$ cat src/rtl/dm_readback.sv
// Sequential DataMem reader: walks a word range through the MemRead port and streams
// each word with its index. Optional running checksum output under DM_READBACK_CSUM_EN.
module dm_readback #(
    parameter int AW     = 32,
    parameter int DW     = 32,
    parameter int CW     = 10,
    parameter int RD_LAT = 1
) (
    input  logic          clk,
    input  logic          rst_n,
    input  logic          start,
    input  logic [AW-1:0] base_addr,
    input  logic [CW-1:0] word_count,
    input  logic          abort,
    output logic          busy,
    output logic          done,
    output logic          mem_rd,
    output logic [AW-1:0] mem_addr,
    input  logic [DW-1:0] mem_rdata,
    output logic          out_valid,
    input  logic          out_ready,
    output logic [DW-1:0] out_data,
    output logic [CW-1:0] out_index
`ifdef DM_READBACK_CSUM_EN
    ,
    output logic [DW-1:0] csum
`endif
);

    typedef enum logic [1:0] {S_IDLE, S_RUN, S_DRAIN, S_DONE} state_t;

    state_t        state_q, state_d;
    logic [AW-1:0] base_q, base_d;
    logic [CW-1:0] count_q, count_d;
    logic [CW-1:0] issue_q, issue_d;
    logic [CW-1:0] ret_q, ret_d;
    logic [AW-1:0] addr_hold_q;
    logic          busy_q, done_q;

    logic [DW-1:0] fifo_data_q [2];
    logic [CW-1:0] fifo_idx_q  [2];
    logic          wr_ptr_q, rd_ptr_q;
    logic [1:0]    fifo_cnt_q;

    logic          outst_w;
    logic          push, pop, last_pop;
    logic [2:0]    inflight;
    logic [AW-1:0] issue_addr;

    // Words already requested but not yet handed off: the FIFO plus any read in flight.
    assign inflight   = {1'b0, fifo_cnt_q} + {2'b00, outst_w};
    assign issue_addr = base_q + {{(AW-CW-2){1'b0}}, issue_q, 2'b00};
    assign mem_rd     = (state_q == S_RUN) && !abort && (issue_q != count_q) && (inflight < 3'd2);
    assign mem_addr   = mem_rd ? issue_addr : addr_hold_q;

    assign out_valid  = (fifo_cnt_q != 2'd0);
    assign out_data   = out_valid ? fifo_data_q[rd_ptr_q] : '0;
    assign out_index  = out_valid ? fifo_idx_q[rd_ptr_q] : '0;
    assign pop        = out_valid && out_ready;
    assign last_pop   = pop && (fifo_idx_q[rd_ptr_q] == count_q - 1'b1);

    assign busy = busy_q;
    assign done = done_q;

    generate
        if (RD_LAT == 0) begin : g_lat0
            assign outst_w = 1'b0;
            assign push    = mem_rd;
        end else begin : g_lat1
            logic outst_q;
            always_ff @(posedge clk or negedge rst_n) begin
                if (!rst_n) outst_q <= 1'b0;
                else        outst_q <= mem_rd;
            end
            assign outst_w = outst_q;
            assign push    = outst_q && !abort;
        end
    endgenerate

    always_comb begin
        state_d = state_q;
        base_d  = base_q;
        count_d = count_q;
        issue_d = mem_rd ? issue_q + 1'b1 : issue_q;
        ret_d   = push ? ret_q + 1'b1 : ret_q;
        case (state_q)
            S_IDLE: begin
                if (start) begin
                    if (word_count == '0) begin
                        state_d = S_DONE;
                    end else begin
                        base_d  = {base_addr[AW-1:2], 2'b00};
                        count_d = word_count;
                        issue_d = '0;
                        ret_d   = '0;
                        state_d = S_RUN;
                    end
                end
            end
            S_RUN:   if (issue_d == count_q) state_d = S_DRAIN;
            S_DRAIN: if (last_pop) state_d = S_DONE;
            S_DONE:  state_d = S_IDLE;
            default: state_d = S_IDLE;
        endcase
        if (abort) state_d = S_IDLE;
    end

    always_ff @(posedge clk or negedge rst_n) begin
        if (!rst_n) begin
            state_q     <= S_IDLE;
            base_q      <= '0;
            count_q     <= '0;
            issue_q     <= '0;
            ret_q       <= '0;
            addr_hold_q <= '0;
            busy_q      <= 1'b0;
            done_q      <= 1'b0;
        end else begin
            state_q <= state_d;
            base_q  <= base_d;
            count_q <= count_d;
            issue_q <= issue_d;
            ret_q   <= ret_d;
            if (mem_rd) addr_hold_q <= issue_addr;
            busy_q  <= (state_d == S_RUN) || (state_d == S_DRAIN);
            done_q  <= (state_d == S_DONE);
        end
    end

    // Occupancy and pointers reset; storage does not need to since reads are gated by out_valid.
    always_ff @(posedge clk or negedge rst_n) begin
        if (!rst_n) begin
            wr_ptr_q   <= 1'b0;
            rd_ptr_q   <= 1'b0;
            fifo_cnt_q <= 2'd0;
        end else if (abort) begin
            wr_ptr_q   <= 1'b0;
            rd_ptr_q   <= 1'b0;
            fifo_cnt_q <= 2'd0;
        end else begin
            if (push) wr_ptr_q <= ~wr_ptr_q;
            if (pop)  rd_ptr_q <= ~rd_ptr_q;
            fifo_cnt_q <= fifo_cnt_q + {1'b0, push} - {1'b0, pop};
        end
    end

    always_ff @(posedge clk) begin
        if (push) begin
            fifo_data_q[wr_ptr_q] <= mem_rdata;
            fifo_idx_q[wr_ptr_q]  <= ret_q;
        end
    end

`ifdef DM_READBACK_CSUM_EN
    logic [DW-1:0] csum_q;
    always_ff @(posedge clk or negedge rst_n) begin
        if (!rst_n)                                 csum_q <= '0;
        else if (abort || (state_q == S_IDLE && start)) csum_q <= '0;
        else if (pop)                               csum_q <= csum_q + out_data;
    end
    assign csum = csum_q;
`endif

endmodule

$ cat config.mk
export PLATFORM = sky130hd
export DESIGN_NAME = dm_readback
export DESIGN_NICKNAME = d
export VERILOG_FILES = /design/src/rtl/dm_readback.sv
export SDC_FILE = /design/constraint.sdc
export NUM_CORES = 1
export LEC_CHECK = 0
export CAP_MARGIN = 5
export CELL_PAD_IN_SITES_DETAIL_PLACEMENT = 2
export CELL_PAD_IN_SITES_GLOBAL_PLACEMENT = 2
export CORE_AREA = 2 2 160 162
export DETAILED_ROUTE_END_ITERATION = 12
export DIE_AREA = 0 0 162 164
export GPL_ROUTABILITY_DRIVEN = 1
export PLACE_DENSITY_LB_ADDON = 0.12
export REMOVE_ABC_BUFFERS = 1
export SKIP_CTS_REPAIR_TIMING = 1
export SYNTH_ARGS = -nofsm -noshare
export SYNTH_HDL_FRONTEND = slang
export SYNTH_SLANG_ARGS = --single-unit
$ cat constraint.sdc
create_clock -name clk -period 3.7 [get_ports clk]
set_input_delay 0.555 -clock clk [delete_from_list [all_inputs] [get_ports clk]]
set_output_delay 0.555 -clock clk [all_outputs]
set_load 0.005 [all_outputs]
==> run summary <==
The combinational cell fraction of total power was 0.299. The fraction of synthesized cell area taken by the top area cell type came out at 0.295. The first global-routing pass estimated 37.4 mm of wire. The number of different library cells used by synthesis comes to 57. The flip-flop and latch count after synthesis came out at 185.

The logs give 0 for the setup violation total in the final timing report and 157 for the total I/O pin count. The logs give 0.213 ns for the worst hold slack and 4.32 mW for the internal power consumption. The run gives 0.590 as the share of synthesized area occupied by flip-flops and latches. Ranked by total cell area, the synthesized netlist is headed by sky130_fd_sc_hd__dfrtp_1 30%, sky130_fd_sc_hd__edfxtp_1 29%, sky130_fd_sc_hd__mux2i_1 4.9%, sky130_fd_sc_hd__mux2_2 4.7%, sky130_fd_sc_hd__xnor2_1 3.9%.

The wire-length estimate of the detail-placed layout is 16.8 mm. The switching part of the total power was 0.317. The largest total area in the synthesized netlist belongs to sky130_fd_sc_hd__dfrtp_1. Once routing completed, OpenROAD measured the worst setup slack at 0.0868 ns. In this run the critical register-to-register path is launched from issue_q[1]$_DFF_PN0_.

After routing, the total negative slack on setup checks comes to 0 ns. Including well taps, the total number of placed cells is 1198. The count of fill cells added during filler insertion is 2528.

Summing internal, switching and leakage power gives 6.33 mW. The run gives 0.000281 V as the peak supply drop. Each instance of the synthesized netlist takes up on average 11.9 um2. Setup repair after global routing could not meet its margin everywhere. The synthesis-to-layout area growth works out to 35.4%. Entering global routing, the biggest net connects 75 pins. For this design the static power due to leakage is 4.69 nW.

The type of element launching the critical path is a flip-flop. The logs give 0 for the warning count from the yosys run and 720 for the number of standard cells after synthesis. The tools report the initial standard-cell utilization of the core as 0.345.

Summed over all layers, the global routing overflow is 0. Summing all multi-input logic gate instances after layout gives 3520 um2. The run gives 24800 um2 as the area of the core.

The path class of the tightest hold or removal check is in -> async. The net switching power figure was 2.01 mW. The max-slew violation total from the final report is 0, and the highest attainable clock frequency is 277 MHz.

Summing every instance area after synthesis gives 8560 um2. Final hold violation count: 0. The floorplan step defined a die boundary enclosing 26600 um2.

Walking the worst path, the cells encountered are ha_2 > inv_2 > fa_2 > nor2b_2 > o21ai_2 > a21oi_2 > o21ai_4 > a211oi_2 > buf_4 > buf_6 > o211ai_1 > xor2_1 > o21ai_1 > buf_2. The flow ran to the end, and the final reports show no timing, DRC or antenna violations. The total CTS buffers is 17.

The DRC violations left was 0. The worst setup path is captured at an output port. The count of nets left with antenna violations once routing finished came out at 0. The run gives 0.275 as the headroom to the max-slew limit. The root cell of the clock tree was sky130_fd_sc_hd__clkbuf_16. The number of buffers between clock root and the deepest sink was 2. The slew at the pin closest to its max-slew limit was 1.09 ns. The clock latency on the worst-skew pair was 0.45 ns. The run gives 222 as the DRC marker count from the first detailed-route iteration. The proportion of register bits with asynchronous set or reset after synthesis came out at 0.546. Tracing the worst setup path back leads to its startpoint at base_q[2]$_DFFE_PN0P_. Data on the critical path is required at its endpoint by 3.14 ns.

The critical path is of the reg -> out type. The fraction of final layout cells with drive strength greater than 1 is 0.166. The predominant post-synthesis flop cell was sky130_fd_sc_hd__dfrtp_1.

The congestion estimate from routability-driven global placement came to 0.808. Across all layers, the routed design uses 6172 vias. The largest fanout on the critical path works out to 5.

Excluding fillers, the count of instances in the completed layout stands at 1242. The fraction of power consumed by the clock network is 0.294. Row generation in the floorplan step produced 58 rows.

The final clock period utilization by the worst path is 0.977, and the biggest cell delay along the critical path is 0.37 ns. The die width works out to 162 um. The largest individual stage delay along the critical path comes from the cell sky130_fd_sc_hd__dfrtp_1. After detailed routing, the average wire length per cell comes to 19.7 um. The post-placement worst setup slack is -0.0528 ns.

The run gives 5050 um2 as the register cell area after layout. The first detailed-routing pass took 4 iterations. Cell family contributing the most delay on the critical path: compound AO/OA/AOI/OAI gates.

The minimum period implied by the final worst setup slack was 3.61 ns; the final layout net count was 993. Measured along the y axis, the die boundary spans 164 um. The logs give 6896 for the number of global-route vias before repair and 0.407 for the sequential power share. The power density relative to cell area is 546 nW/um2. Counting both buffers and inverters, the worst setup path holds a total of 4. After clock tree synthesis, the clock-pin slew on the worst setup and hold paths is 0.08 ns.

Buffers placed on the I/O ports in this run total 154. TritonCTS built the clock tree. For the initial antenna violation count, the log shows 2. The final layout contains routed wiring with a total length of 24.5 mm. The run gives 0.0187 ns as the clock tree skew after final layout.

The number of max-cap violations was 0; the worst endpoint data arrival time was 3.06 ns. After detailed routing, the number of vias per cell comes to 4.97. The global routing usage summed across all routing layers is 0.181, and the clock sink total is 185. The H-tree was split into 4 levels.

Yosys mapped a number of flops with a built-in enable equal to 84.
[path summary, 6_finish.rpt]
kind | to | slack [ns] | cells past startpoint
setup / recovery | mem_addr[14] | 0.09 | 14
hold / removal | addr_hold_q[0]$_DFF_PN0_ | 0.21 | 1
setup reg to reg | busy$_DFF_PN0_ | 0.17 | 11
hold reg to reg | addr_hold_q[24]$_DFF_PN0_ | 0.47 | 2
max in group asynchronous | issue_q[5]$_DFF_PN0_ | 2.74 | 2
min in group clk | addr_hold_q[24]$_DFF_PN0_ | 0.47 | 2
[through the flow]
step | util | cell area, um2
finish | 0.467 | 11600
global route | 0.467 | 11600
CTS | 0.454 | 11300
detailed placement | 0.429 | 10600
global placement | 0.429 | 10600
floorplan | - | 8450
[worst reg2reg max path: stages, from the launching register on]
cell	delay [ns]
sky130_fd_sc_hd__dfrtp_1	0.41
sky130_fd_sc_hd__buf_4	0.17
sky130_fd_sc_hd__xnor2_1	0.26
sky130_fd_sc_hd__nand4_1	0.23
sky130_fd_sc_hd__o31ai_4	0.54
sky130_fd_sc_hd__buf_8	0.35
sky130_fd_sc_hd__nor2_1	0.14
sky130_fd_sc_hd__and3_1	0.25
sky130_fd_sc_hd__xnor2_1	0.13
sky130_fd_sc_hd__and3_1	0.22
sky130_fd_sc_hd__a2111oi_2	0.42
sky130_fd_sc_hd__ha_1	0.30
[power groups by stage]
stage               logic (mW)  clock network (mW)  registers, mW
floorplan                0.820                   0           2.60
global placement          1.82                   0           2.60
detailed placement        1.90                   0           2.62
CTS                       1.91                1.93           2.57
global route              2.09                2.00           2.61
finish                    1.89                1.86           2.57
[synth_stat cells, types with 4 or more instances]
library cell and n:
sky130_fd_sc_hd__dfrtp_1 101, sky130_fd_sc_hd__nor2_1 85, sky130_fd_sc_hd__edfxtp_1 84, sky130_fd_sc_hd__nand2_1 59
sky130_fd_sc_hd__mux2i_1 42, sky130_fd_sc_hd__xnor2_1 38, sky130_fd_sc_hd__mux2_2 36, sky130_fd_sc_hd__xor2_1 32
sky130_fd_sc_hd__o21ai_0 26, sky130_fd_sc_hd__o21ai_1 21, sky130_fd_sc_hd__a21oi_1 17, sky130_fd_sc_hd__nand3_1 17
sky130_fd_sc_hd__ha_1 16, sky130_fd_sc_hd__inv_1 16, sky130_fd_sc_hd__clkbuf_1 15, sky130_fd_sc_hd__and2_1 10
sky130_fd_sc_hd__and3_1 10, sky130_fd_sc_hd__buf_1 8, sky130_fd_sc_hd__nor3_1 8, sky130_fd_sc_hd__nor2b_1 7
sky130_fd_sc_hd__a211oi_1 6, sky130_fd_sc_hd__buf_2 6, sky130_fd_sc_hd__and4_1 5, sky130_fd_sc_hd__a31oi_1 4
sky130_fd_sc_hd__nand4_1 4, sky130_fd_sc_hd__nor4_1 4
[per-layer routing]
layer | share of wire | track usage | vias to the layer above
met3 | 0.033 | 0.0336 | 24
met5 | 0 | 0 | -
met2 | 0.53 | 0.327 | 117
met4 | 0.014 | 0.0535 | 0
li1 | - | - | 2893
met1 | 0.42 | 0.220 | 3138
[cell type report]
class | instances | area share
Clock inverter | 15 | 0.0165
Sequential cell | 185 | 0.436
Inverter | 17 | 0.00550
Timing Repair Buffer | 187 | 0.166
Tap cell | 330 | 0.0356
Antenna cell | 2 | 0.000432
Multi-Input combinational cell | 489 | 0.304
Clock buffer | 17 | 0.0367
[logic make-up after synthesis]
group                    share of synthesized area
AND/OR/NAND/NOR                              0.129
buffers and inverters                       0.0210
flip-flops                                   0.590
AO/OA/AOI/OAI                               0.0619
adder cells (fa/ha/maj)                     0.0257
XOR/XNOR                                    0.0735
multiplexers                                0.0994
[state kept, by name, summed over array words and instances (netlist names), 2 cells and up]
register	flops
issue_q	10
base_q	30
fifo_idx_q	20
fifo_cnt_q	2
ret_q	10
fifo_data_q	64
state_q	2
count_q	10
addr_hold_q	32
[placed cells by master (no fill, tap or decap), types with 4 or more instances in the layout]
cell and count:
sky130_fd_sc_hd__clkdlybuf4s50_1 125, sky130_fd_sc_hd__dfrtp_1 99, sky130_fd_sc_hd__edfxtp_1 84, sky130_fd_sc_hd__nor2_1 82, sky130_fd_sc_hd__nand2_1 59, sky130_fd_sc_hd__mux2i_1 42
sky130_fd_sc_hd__xnor2_1 37, sky130_fd_sc_hd__mux2_2 36, sky130_fd_sc_hd__xor2_1 32, sky130_fd_sc_hd__buf_4 26, sky130_fd_sc_hd__dlymetal6s2s_1 26, sky130_fd_sc_hd__o21ai_0 20
sky130_fd_sc_hd__clkbuf_16 18, sky130_fd_sc_hd__nand3_1 17, sky130_fd_sc_hd__o21ai_1 16, sky130_fd_sc_hd__inv_1 15, sky130_fd_sc_hd__a21oi_1 14, sky130_fd_sc_hd__ha_1 11
sky130_fd_sc_hd__o21ai_2 10, sky130_fd_sc_hd__and2_1 9, sky130_fd_sc_hd__and3_1 9, sky130_fd_sc_hd__nor3_1 7, sky130_fd_sc_hd__clkinv_8 6, sky130_fd_sc_hd__nor2b_1 5
sky130_fd_sc_hd__and4_1 5, sky130_fd_sc_hd__nor4_1 4, sky130_fd_sc_hd__nand4_1 4, sky130_fd_sc_hd__a31oi_1 4
Power figures use the tool's default switching activity.
